`src/rtl/sram_dp_be_if.sv`:
```
// sram_dp_be_if: request/response bundle for the dual-port byte-enable SRAM.
// master drives requests and clear, slave returns read data and status.
interface sram_dp_be_if #(
   parameter int DATA_WIDTH = 32,
   parameter int ADDR_WIDTH = 4
);
   logic                      clear;
   logic                      wr_en;
   logic [ADDR_WIDTH-1:0]     wr_addr;
   logic [DATA_WIDTH-1:0]     wr_data;
   logic [DATA_WIDTH/8-1:0]   wr_be;
   logic                      rd_en;
   logic [ADDR_WIDTH-1:0]     rd_addr;
   logic [DATA_WIDTH-1:0]     rd_data;
   logic                      rd_valid;
   logic                      collision;
   logic                      init_done;

   modport master (
      output clear, wr_en, wr_addr, wr_data, wr_be, rd_en, rd_addr,
      input  rd_data, rd_valid, collision, init_done
   );

   modport slave (
      input  clear, wr_en, wr_addr, wr_data, wr_be, rd_en, rd_addr,
      output rd_data, rd_valid, collision, init_done
   );
endinterface

```
`src/rtl/sram_dp_be.sv`:
```
// sram_dp_be: simple dual-port SRAM with byte enables, 1/2-cycle read
// latency, selectable read-during-write policy and an init sweep.
module sram_dp_be #(
   parameter int                    DATA_WIDTH  = 32,
   parameter int                    ADDR_WIDTH  = 4,
   parameter int                    RD_LAT      = 1,
   parameter int                    WRITE_FIRST = 1,
   parameter logic [DATA_WIDTH-1:0] INIT_VALUE  = '0
) (
   input  logic        clk,
   input  logic        reset,
   sram_dp_be_if.slave bus
);
   localparam int DEPTH = 2 ** ADDR_WIDTH;
   localparam int NB    = DATA_WIDTH / 8;

   typedef enum logic {INIT, RUN} state_t;

   state_t                state_q, state_d;
   logic [ADDR_WIDTH-1:0] cnt_q, cnt_d;
   logic                  sweep_we;
   logic                  usr_wr;
   logic                  usr_rd;
   logic                  hit;
   logic [DATA_WIDTH-1:0] rd_word;
   logic [DATA_WIDTH-1:0] mem [DEPTH];

   logic                  s1_v;
   logic                  s1_c;
   logic [DATA_WIDTH-1:0] s1_d;

   always_ff @(posedge clk or posedge reset) begin
      if (reset) begin
         state_q <= INIT;
         cnt_q   <= '0;
      end else begin
         state_q <= state_d;
         cnt_q   <= cnt_d;
      end
   end

   // clear outranks both the sweep and any user request
   always_comb begin
      state_d  = state_q;
      cnt_d    = cnt_q;
      sweep_we = 1'b0;
      usr_wr   = 1'b0;
      usr_rd   = 1'b0;
      if (bus.clear) begin
         state_d = INIT;
         cnt_d   = '0;
      end else begin
         unique case (state_q)
            INIT: begin
               sweep_we = 1'b1;
               cnt_d    = cnt_q + 1'b1;
               if (cnt_q == ADDR_WIDTH'(DEPTH - 1))
                  state_d = RUN;
            end
            RUN: begin
               usr_wr = bus.wr_en;
               usr_rd = bus.rd_en;
            end
            default: state_d = INIT;
         endcase
      end
   end

   // the array itself is never reset; a write on a reset edge is dropped
   always_ff @(posedge clk) begin
      if (!reset) begin
         if (sweep_we) begin
            mem[cnt_q] <= INIT_VALUE;
         end else if (usr_wr) begin
            for (int b = 0; b < NB; b++)
               if (bus.wr_be[b])
                  mem[bus.wr_addr][8*b +: 8] <= bus.wr_data[8*b +: 8];
         end
      end
   end

   assign hit = usr_wr && (bus.wr_addr == bus.rd_addr);

   always_comb begin
      rd_word = mem[bus.rd_addr];
      if (hit && (WRITE_FIRST != 0))
         for (int b = 0; b < NB; b++)
            if (bus.wr_be[b])
               rd_word[8*b +: 8] = bus.wr_data[8*b +: 8];
   end

   always_ff @(posedge clk or posedge reset) begin
      if (reset) begin
         s1_v <= 1'b0;
         s1_c <= 1'b0;
         s1_d <= '0;
      end else begin
         s1_v <= usr_rd;
         s1_c <= usr_rd && hit;
         if (usr_rd)
            s1_d <= rd_word;
      end
   end

   if (RD_LAT == 2) begin : g_lat2
      logic                  s2_v;
      logic                  s2_c;
      logic [DATA_WIDTH-1:0] s2_d;

      always_ff @(posedge clk or posedge reset) begin
         if (reset) begin
            s2_v <= 1'b0;
            s2_c <= 1'b0;
            s2_d <= '0;
         end else begin
            s2_v <= s1_v;
            s2_c <= s1_c;
            if (s1_v)
               s2_d <= s1_d;
         end
      end

      assign bus.rd_valid  = s2_v;
      assign bus.collision = s2_c;
      assign bus.rd_data   = s2_d;
   end else begin : g_lat1
      assign bus.rd_valid  = s1_v;
      assign bus.collision = s1_c;
      assign bus.rd_data   = s1_d;
   end

   assign bus.init_done = (state_q == RUN);
endmodule

```
`src/flat_wrapper.sv`:
```
// flat-port wrapper written by rule: the top's interface ports become plain ports
module sram_dp_be_flat 
#(
   parameter int                    DATA_WIDTH  = 32,
   parameter int                    ADDR_WIDTH  = 4,
   parameter int                    RD_LAT      = 1,
   parameter int                    WRITE_FIRST = 1,
   parameter logic [DATA_WIDTH-1:0] INIT_VALUE  = '0
)
  (clk, reset, bus_clear, bus_wr_en, bus_wr_addr, bus_wr_data, bus_wr_be, bus_rd_en, bus_rd_addr, bus_rd_data, bus_rd_valid, bus_collision, bus_init_done);
  sram_dp_be_if #(.DATA_WIDTH(DATA_WIDTH), .ADDR_WIDTH(ADDR_WIDTH)) bus_i ();
  input  logic clk;
  input  logic reset;
  input wire logic [$bits(bus_i.clear)-1:0] bus_clear;
  input wire logic [$bits(bus_i.wr_en)-1:0] bus_wr_en;
  input wire logic [$bits(bus_i.wr_addr)-1:0] bus_wr_addr;
  input wire logic [$bits(bus_i.wr_data)-1:0] bus_wr_data;
  input wire logic [$bits(bus_i.wr_be)-1:0] bus_wr_be;
  input wire logic [$bits(bus_i.rd_en)-1:0] bus_rd_en;
  input wire logic [$bits(bus_i.rd_addr)-1:0] bus_rd_addr;
  output wire logic [$bits(bus_i.rd_data)-1:0] bus_rd_data;
  output wire logic [$bits(bus_i.rd_valid)-1:0] bus_rd_valid;
  output wire logic [$bits(bus_i.collision)-1:0] bus_collision;
  output wire logic [$bits(bus_i.init_done)-1:0] bus_init_done;
  assign bus_i.clear = bus_clear;
  assign bus_i.wr_en = bus_wr_en;
  assign bus_i.wr_addr = bus_wr_addr;
  assign bus_i.wr_data = bus_wr_data;
  assign bus_i.wr_be = bus_wr_be;
  assign bus_i.rd_en = bus_rd_en;
  assign bus_i.rd_addr = bus_rd_addr;
  assign bus_rd_data = bus_i.rd_data;
  assign bus_rd_valid = bus_i.rd_valid;
  assign bus_collision = bus_i.collision;
  assign bus_init_done = bus_i.init_done;
  sram_dp_be #(.DATA_WIDTH(DATA_WIDTH), .ADDR_WIDTH(ADDR_WIDTH), .RD_LAT(RD_LAT), .WRITE_FIRST(WRITE_FIRST), .INIT_VALUE(INIT_VALUE)) u_core (.clk(clk), .reset(reset), .bus(bus_i));
endmodule
```
`config.mk`:
```
export PLATFORM = sky130hd
export DESIGN_NAME = sram_dp_be_flat
export DESIGN_NICKNAME = d
export VERILOG_FILES = /design/src/rtl/sram_dp_be_if.sv /design/src/rtl/sram_dp_be.sv /design/src/flat_wrapper.sv
export SDC_FILE = /design/constraint.sdc
export NUM_CORES = 1
export LEC_CHECK = 0
export BUFFER_PORTS_ARGS = -buffer_cell sky130_fd_sc_hd__buf_4
export CAP_MARGIN = 20
export CORE_ASPECT_RATIO = 1.4
export CORE_UTILIZATION = 56
export CTS_BUF_LIST = sky130_fd_sc_hd__clkbuf_16
export DETAILED_ROUTE_END_ITERATION = 6
export PLACE_DENSITY = 0.73
export REMOVE_ABC_BUFFERS = 1
export SYNTH_ARGS = -nofsm -noshare
export SYNTH_HDL_FRONTEND = slang
export SYNTH_SLANG_ARGS = --single-unit
export TNS_END_PERCENT = 20
```
`constraint.sdc`:
```
create_clock -name clk -period 2.55 [get_ports clk]
set_input_delay 0.255 -clock clk [delete_from_list [all_inputs] [get_ports clk]]
set_output_delay 0.255 -clock clk [all_outputs]
set_load 0.05 [all_outputs]
```
==> impl_metrics.toml, run 1 <==
[status]
status = "finished clean"

[place]
post-place-ws_ns = -0.317
placed_area_um2 = 24000
routabilityCongestion = 0.809
dp_hpwl_mm = 34.2
io_buffers = 83

[logic_synthesis]
synth_edf_count = 512
synthFlopType = "edfxtp_1"
async_flop_share = 0.0708
synth_warnings = 0
syn_area_um2 = 22100
ys_ff_latch = 551
syn-instance-count = 1144
postSynthAreaPerCell_um2 = 19.3
ys_seq_area_frac = 0.739
yosysUniqueCellTypes = 35

[detailed_routing]
drt_wl_total_mm = 51.5
firstDrtPassIters = 5
wl_per_cell_um = 27.7
drc_errors = 0
drt-initial-drc-count = 953
ant_nets = 0
num_vias = 11600
vias_per_cell = 6.26

[floorplan]
start_util = 0.572
row_count = 85
ios = 84
core_area_um2 = 38700
die_x_um = 170
fp.dieH_um = 237
die_area_um2 = 40300

[sta]
setup_viol = 0
clock.fmax_ghz = 0.433
maxSlewHeadroom = 0.319
grt_setup_unrepaired = "no"
setup_ws_ns = 0.242
period_minus_slack_ns = 2.31
fin_skew_ns = 0.0126
final_hold_viol_count = 0
tightest_slew_ns = 1.02
period_share = 0.905
slew_violations = 0

[clock_tree]
cts_num_sinks = 551
cts_root_buffer = "clkbuf_16"
htree_levels = 2
cts_tree = "yes"
clk_path_buf_depth = 3
numCtsBuffers = 47
cts_setup_buffers = 0
clk-insertion-delay-late_ns = 0.57
clk_pin_slew_ns = 0.07

[grt]
grt_usage = 0.267
grt_first_pass_wirelength_mm = 77.4
antenna_found_initial = 0
grt_max_degree = 61
grt_pass1_vias = 12000
grt_overflow = 0

[pwr]
peakVddDrop_uv = 603
p_leak_nw = 9.63
p_per_area_nw_per_um2 = 722
total_power_mw = 18.7

[worst_setup_path]
crit_chain = "nand2_1 > nor4_4 > buf_4 > mux2i_2 > buf_12 > nor3_2"
critical_path_required_ns = 2.75
crit_type = "flop to flop"
r2r_cells = 6
cpPeakStageDelay_ns = 0.60
cp-startpoint = "u_core.bus.init_done"
cp.arrival_ns = 2.51
cp-end-kind = "flop"
rr_startpoint = "u_core.bus.init_done"
r2r-end = "u_core.mem[6][9]"
slowest_stage = "nor3_2"
worstPathMaxFanout = 8
setup.worst_path.start_class = "flop"
crit_path_end = "u_core.mem[6][9]"
r2r_slack_ns = 0.24

[cells_and_area]
area_growth_pct = 16.7
final_cell_mix = "edfxtp_1, buf_4, mux4_2"
final_area_um2 = 25800
n_antenna_cell = 0
final_nets = 1349
mostFrequentLayoutCell = "edfxtp_1"
fillCellCount = 2582
drive_gt1_frac = 0.325

[min_path]
worst_hold_path_type = "primary input to flop"

[flow_run]
max_cap_viol_count = 0
==> cells in the mapped netlist, types with 2 or more instances <==
cell type	n	area share
nor2_1	42	0.0071
dfrtp_1	39	0.044
a31o_2	4	0.0016
mux2i_2	5	0.0031
a22o_1	64	0.025
edfxtp_1	512	0.69
xor2_1	5	0.0020
xnor2_1	2	0.00079
nor2b_1	11	0.0031
buf_2	19	0.0043
buf_6	3	0.0015
clkbuf_1	46	0.0078
and2_1	97	0.027
inv_1	2	0.00034
mux2_2	2	0.0010
buf_4	6	0.0020
buf_1	4	0.00068
a211o_1	4	0.0016
nor3_1	64	0.014
o21ai_1	25	0.0057
mux4_2	128	0.13
a41oi_1	32	0.013
nand2_1	9	0.0015
o21ai_0	7	0.0016
mux2i_1	2	0.00090
==> worst min-delay path by stage <==
stage,slack [ns],startpoint,to,cells after the start
global route,0.08,bus_wr_be[0],u_core.bus.rd_data[5],3
CTS,0.02,bus_wr_be[0],u_core.bus.rd_data[5],3
detailed placement,0.59,u_core.bus.rd_data[5],u_core.bus.rd_data[5],3
global placement,0.57,u_core.bus.rd_data[4],u_core.bus.rd_data[4],3
floorplan,0.32,bus_clear,u_core.cnt_q[2],1
finish,0.05,bus_wr_be[0],u_core.bus.rd_data[5],3
==> state kept, by name (all words and copies together), names as in the netlist <==
name	flops
u_core.mem	512
u_core.bus.rd_data	32
u_core.cnt_q	4
u_core.bus.collision	1
u_core.bus.init_done	1
u_core.bus.rd_valid	1
==> kinds of logic (layout without fill, tap and decap cells) <==
logic type | Yosys count | after routing | share of synthesized area
AOI/OAI and AO/OA | 137 | 137 | 0.0487
xor gates and xnor gates | 7 | 7 | 0.00277
adders and majority gates | 1 | 1 | 0.000565
buffers and inverters | 81 | 274 | 0.0169
DFF | 551 | 551 | 0.739
muxes | 137 | 137 | 0.135
and+or+nand+nor | 230 | 230 | 0.0571
==> power breakdown <==
group	leakage [nW]	total (mW)	switching, mW	internal [mW]
Sequential	6.14	9.86	0.0420	9.82
Combinational	2.68	1.04	0.614	0.422
Clock	0.818	7.77	3.24	4.53
Total	9.63	18.7	3.90	14.8
==> worst max-delay path, delay by kind of cell, from the launching register on <==
family        cells  cell delay (ns)
flops             1             0.36
buf+inv           2             0.41
mux               1             0.14
simple gates      3             1.01
==> metrics by stage <==
step / cells / TNS, ns / utilization / hold slack (ns)
after CTS: 1848 / -0.0833 / 0.665 / 0.0172
after global placement: 1760 / -31.09 / 0.619 / 0.574
final: 1859 / 0 / 0.667 / 0.0511
after detailed placement: 1761 / -53.52 / 0.619 / 0.587
after global routing: 1859 / 0 / 0.667 / 0.0761
after floorplan: 1065 / -505.41 / - / 0.321
==> what timing repair did <==
item / 4_1_cts / 5_1_grt
endpoints found under the setup margin: 175 / 32
pin swaps: 0 / 0
gates cloned: 0 / 0
resized for setup: 21 / 4
hold buffers: 0 / 0
==> per-layer routing <==
metal / vias to the layer above / GRT usage / part of all wire
met5: - / 0 / 0
met4: 0 / 0.0915 / 0.032
met3: 96 / 0.0355 / 0.056
met2: 466 / 0.467 / 0.54
met1: 6095 / 0.345 / 0.38
li1: 4989 / - / -
==> final cells by class <==
type | count | area [µm²] | area share
sequential | 551 | 16400 | 0.633
multi-input combinational | 512 | 5550 | 0.215
inverter | 2 | 7.51 | 0.000291
clock buffer | 49 | 1230 | 0.0475
tap | 522 | 653 | 0.0253
timing repair buffer | 185 | 1590 | 0.0614
clock inverter | 38 | 467 | 0.0181
Note: power is estimated with default switching activity, not from simulation.
==> run 2: changes to the inputs <==
--- a/config.mk
+++ b/config.mk
@@ -8,10 +8,11 @@
 export BUFFER_PORTS_ARGS = -buffer_cell sky130_fd_sc_hd__buf_4
 export CAP_MARGIN = 20
 export CORE_ASPECT_RATIO = 1.4
-export CORE_UTILIZATION = 56
+export CORE_UTILIZATION = 50
 export CTS_BUF_LIST = sky130_fd_sc_hd__clkbuf_16
+export CTS_CLUSTER_DIAMETER = 120
 export DETAILED_ROUTE_END_ITERATION = 6
-export PLACE_DENSITY = 0.73
+export PLACE_DENSITY = 0.67
 export REMOVE_ABC_BUFFERS = 1
 export SYNTH_ARGS = -nofsm -noshare
 export SYNTH_HDL_FRONTEND = slang
==> constraint.sdc (replaced) <==
create_clock -name clk -period 2.45 [get_ports clk]
set_input_delay 0.245 -clock clk [delete_from_list [all_inputs] [get_ports clk]]
set_output_delay 0.245 -clock clk [all_outputs]
set_load 0.05 [all_outputs]
==> run 2 against run 1 <==
Compared with the run above:
- the run now ends with design-rule violations left
- clock skew up 0.0045 ns
- sequential cell count unchanged
- global-route usage decreased by 3.1 points
- wire length up 1.2%
- critical path depth grew 1
- via count is 0.30% higher
- maximum frequency rose by 3.5%
- sequential power rose by 4%
- critical path type unchanged
==> impl_metrics.toml, run 2 (synthesis results as in run 1) <==
[status]
status = "finished with violations"
violations = "design-rule violations"

[cells_and_area]
largest_reg_flops = 512
mostFrequentLayoutCell = "edfxtp_1"
final_area_um2 = 25800
final_cells = 1920
regMostFlops = "u_core.mem"
final_nets = 1382
n_antenna_cell = 0
area_growth_pct = 16.7
final_cell_mix = "edfxtp_1, buf_4, mux4_2"
finalCoreUtilization = 0.596
drive_gt1_frac = 0.316
fillCellCount = 3071

[sta]
period_minus_slack_ns = 2.23
period_share = 0.910
fin_skew_ns = 0.0170
setup_viol = 0
setup_ws_ns = 0.220
grt_setup_unrepaired = "no"
slew_violations = 0
tightest_slew_ns = 0.771
whs_ns = 0.0661
maxSlewHeadroom = 0.486
clock.fmax_ghz = 0.448
final_hold_viol_count = 0

[grt]
grt_first_pass_wirelength_mm = 77.8
grt_max_degree = 65
grt_pass1_vias = 12200
antenna_found_initial = 1
grt_usage = 0.236
grt_overflow = 0

[worst_setup_path]
crit_cells = 7
cp-end-kind = "flop"
r2r_slack_ns = 0.22
cp_num_buf_inv = 3
crit_chain = "nand2_1 > nor4_4 > buf_4 > mux2_2 > buf_4 > nor3_1 > buf_4"
rr_startpoint = "u_core.bus.init_done"
critical_path_required_ns = 2.72
worstPathMaxFanout = 8
crit_path_end = "u_core.mem[14][7]"
cpPeakStageDelay_ns = 0.37
cp-startpoint = "u_core.bus.init_done"
crit_type = "flop to flop"
r2r_cells = 7
slowest_stage = "mux2_2"
r2r-end = "u_core.mem[14][7]"
cp.arrival_ns = 2.50
cpLargestDelayFamily = "buffers and inverters"
setup.worst_path.start_class = "flop"
critPathMostFrequentCell = "buf_4"

[detailed_routing]
drt_wl_total_mm = 52.1
wl_per_cell_um = 27.2
firstDrtPassIters = 7
drc_errors = 7
drt-initial-drc-count = 1021
num_vias = 11700
vias_per_cell = 6.08
ant_nets = 0

[clock_tree]
numCtsBuffers = 49
cts_tree = "yes"
cts_root_buffer = "clkbuf_16"
cts_num_sinks = 551
htree_levels = 2
clk_path_buf_depth = 3
clk_pin_slew_ns = 0.07
clk-insertion-delay-late_ns = 0.57

[pwr]
netSwitchingFraction = 0.208
peakVddDrop_uv = 512
seqPwrFrac = 0.538
power.switching_mw = 3.96
p_leak_nw = 9.75
p_int_mw = 15.1
power_frac_clock = 0.407
p_per_area_nw_per_um2 = 738
combPwrFrac = 0.055

[place]
dp_hpwl_mm = 34.7
io_buffers = 83
post-place-ws_ns = -0.364
routabilityCongestion = 0.778
dp_cells = 1829
placed_area_um2 = 24200

[floorplan]
die_area_um2 = 45100
fp.dieH_um = 251
start_util = 0.511
die_x_um = 180
ios = 84
core_area_um2 = 43400
row_count = 90

[flow_run]
max_cap_viol_count = 0

[min_path]
min-delay-start = "bus_wr_data[14]"
worst_hold_path_type = "primary input to flop"
run 2: cell count changes in the layout (fill, tap and decap cells not counted), moves of 8 or more:
cell / before / now
buf_4: 156 / 205
nor3_1: 40 / 62
clkinvlp_4: 10 / 2
nor3_2: 24 / 2
buf_12: 17 / 9
run 2: timing repair:
action                     CTS  global route
pin swaps                    0             1
resized for setup            3             0
setup endpoints to repair   21           698
setup buffers                0             3
hold endpoints to repair    20             0
hold buffers                 1             0
run 2: how the worst min path moves through the flow:
stage                        endpoint  depth (start not counted)
2_1_floorplan         u_core.cnt_q[2]                          1
3_3_place_gp     u_core.bus.collision                          3
3_5_place_dp   u_core.bus.rd_data[12]                          3
4_1_cts               u_core.cnt_q[3]                          3
5_1_grt               u_core.cnt_q[1]                          3
6_report       u_core.bus.rd_data[14]                          4
run 2: stage by stage:
stage               power (mW)  setup TNS [ns]
floorplan                 10.9         -607.81
global placement          11.5          -34.30
detailed placement        11.5          -74.62
CTS                       19.2               0
global route              19.5               0
finish                    19.1               0
run 2: area by class of cell:
cell class / instances / area (µm²) / area share
sequential: 551 / 16400 / 0.633
clock inverter: 38 / 374 / 0.0145
clock buffer: 49 / 1230 / 0.0475
multi-input combinational: 512 / 5440 / 0.211
tap: 552 / 691 / 0.0267
inverter: 2 / 7.51 / 0.000291
timing repair buffer: 216 / 1740 / 0.0675
run 2: tightest hold or removal path, cell delays in order:
cell	delay, ns
buf_4	0.08
and2_1	0.10
a41oi_1	0.10
o21ai_1	0.06
run 2: power by group through the flow:
stage          combinational [mW]  sequential (mW)  clock, mW
3_5_place_dp                 1.05             10.5          0
6_report                     1.05             10.3       7.76
2_1_floorplan               0.391             10.6          0
5_1_grt                      1.10             10.3       8.16
4_1_cts                      1.06             10.3       7.84
3_3_place_gp                 1.04             10.5          0
run 2: metal layers:
layer / part of all wire / global-route usage
met5: 0.00027 / 0
met2: 0.55 / 0.428
met3: 0.044 / 0.0280
met1: 0.37 / 0.285
met4: 0.037 / 0.102
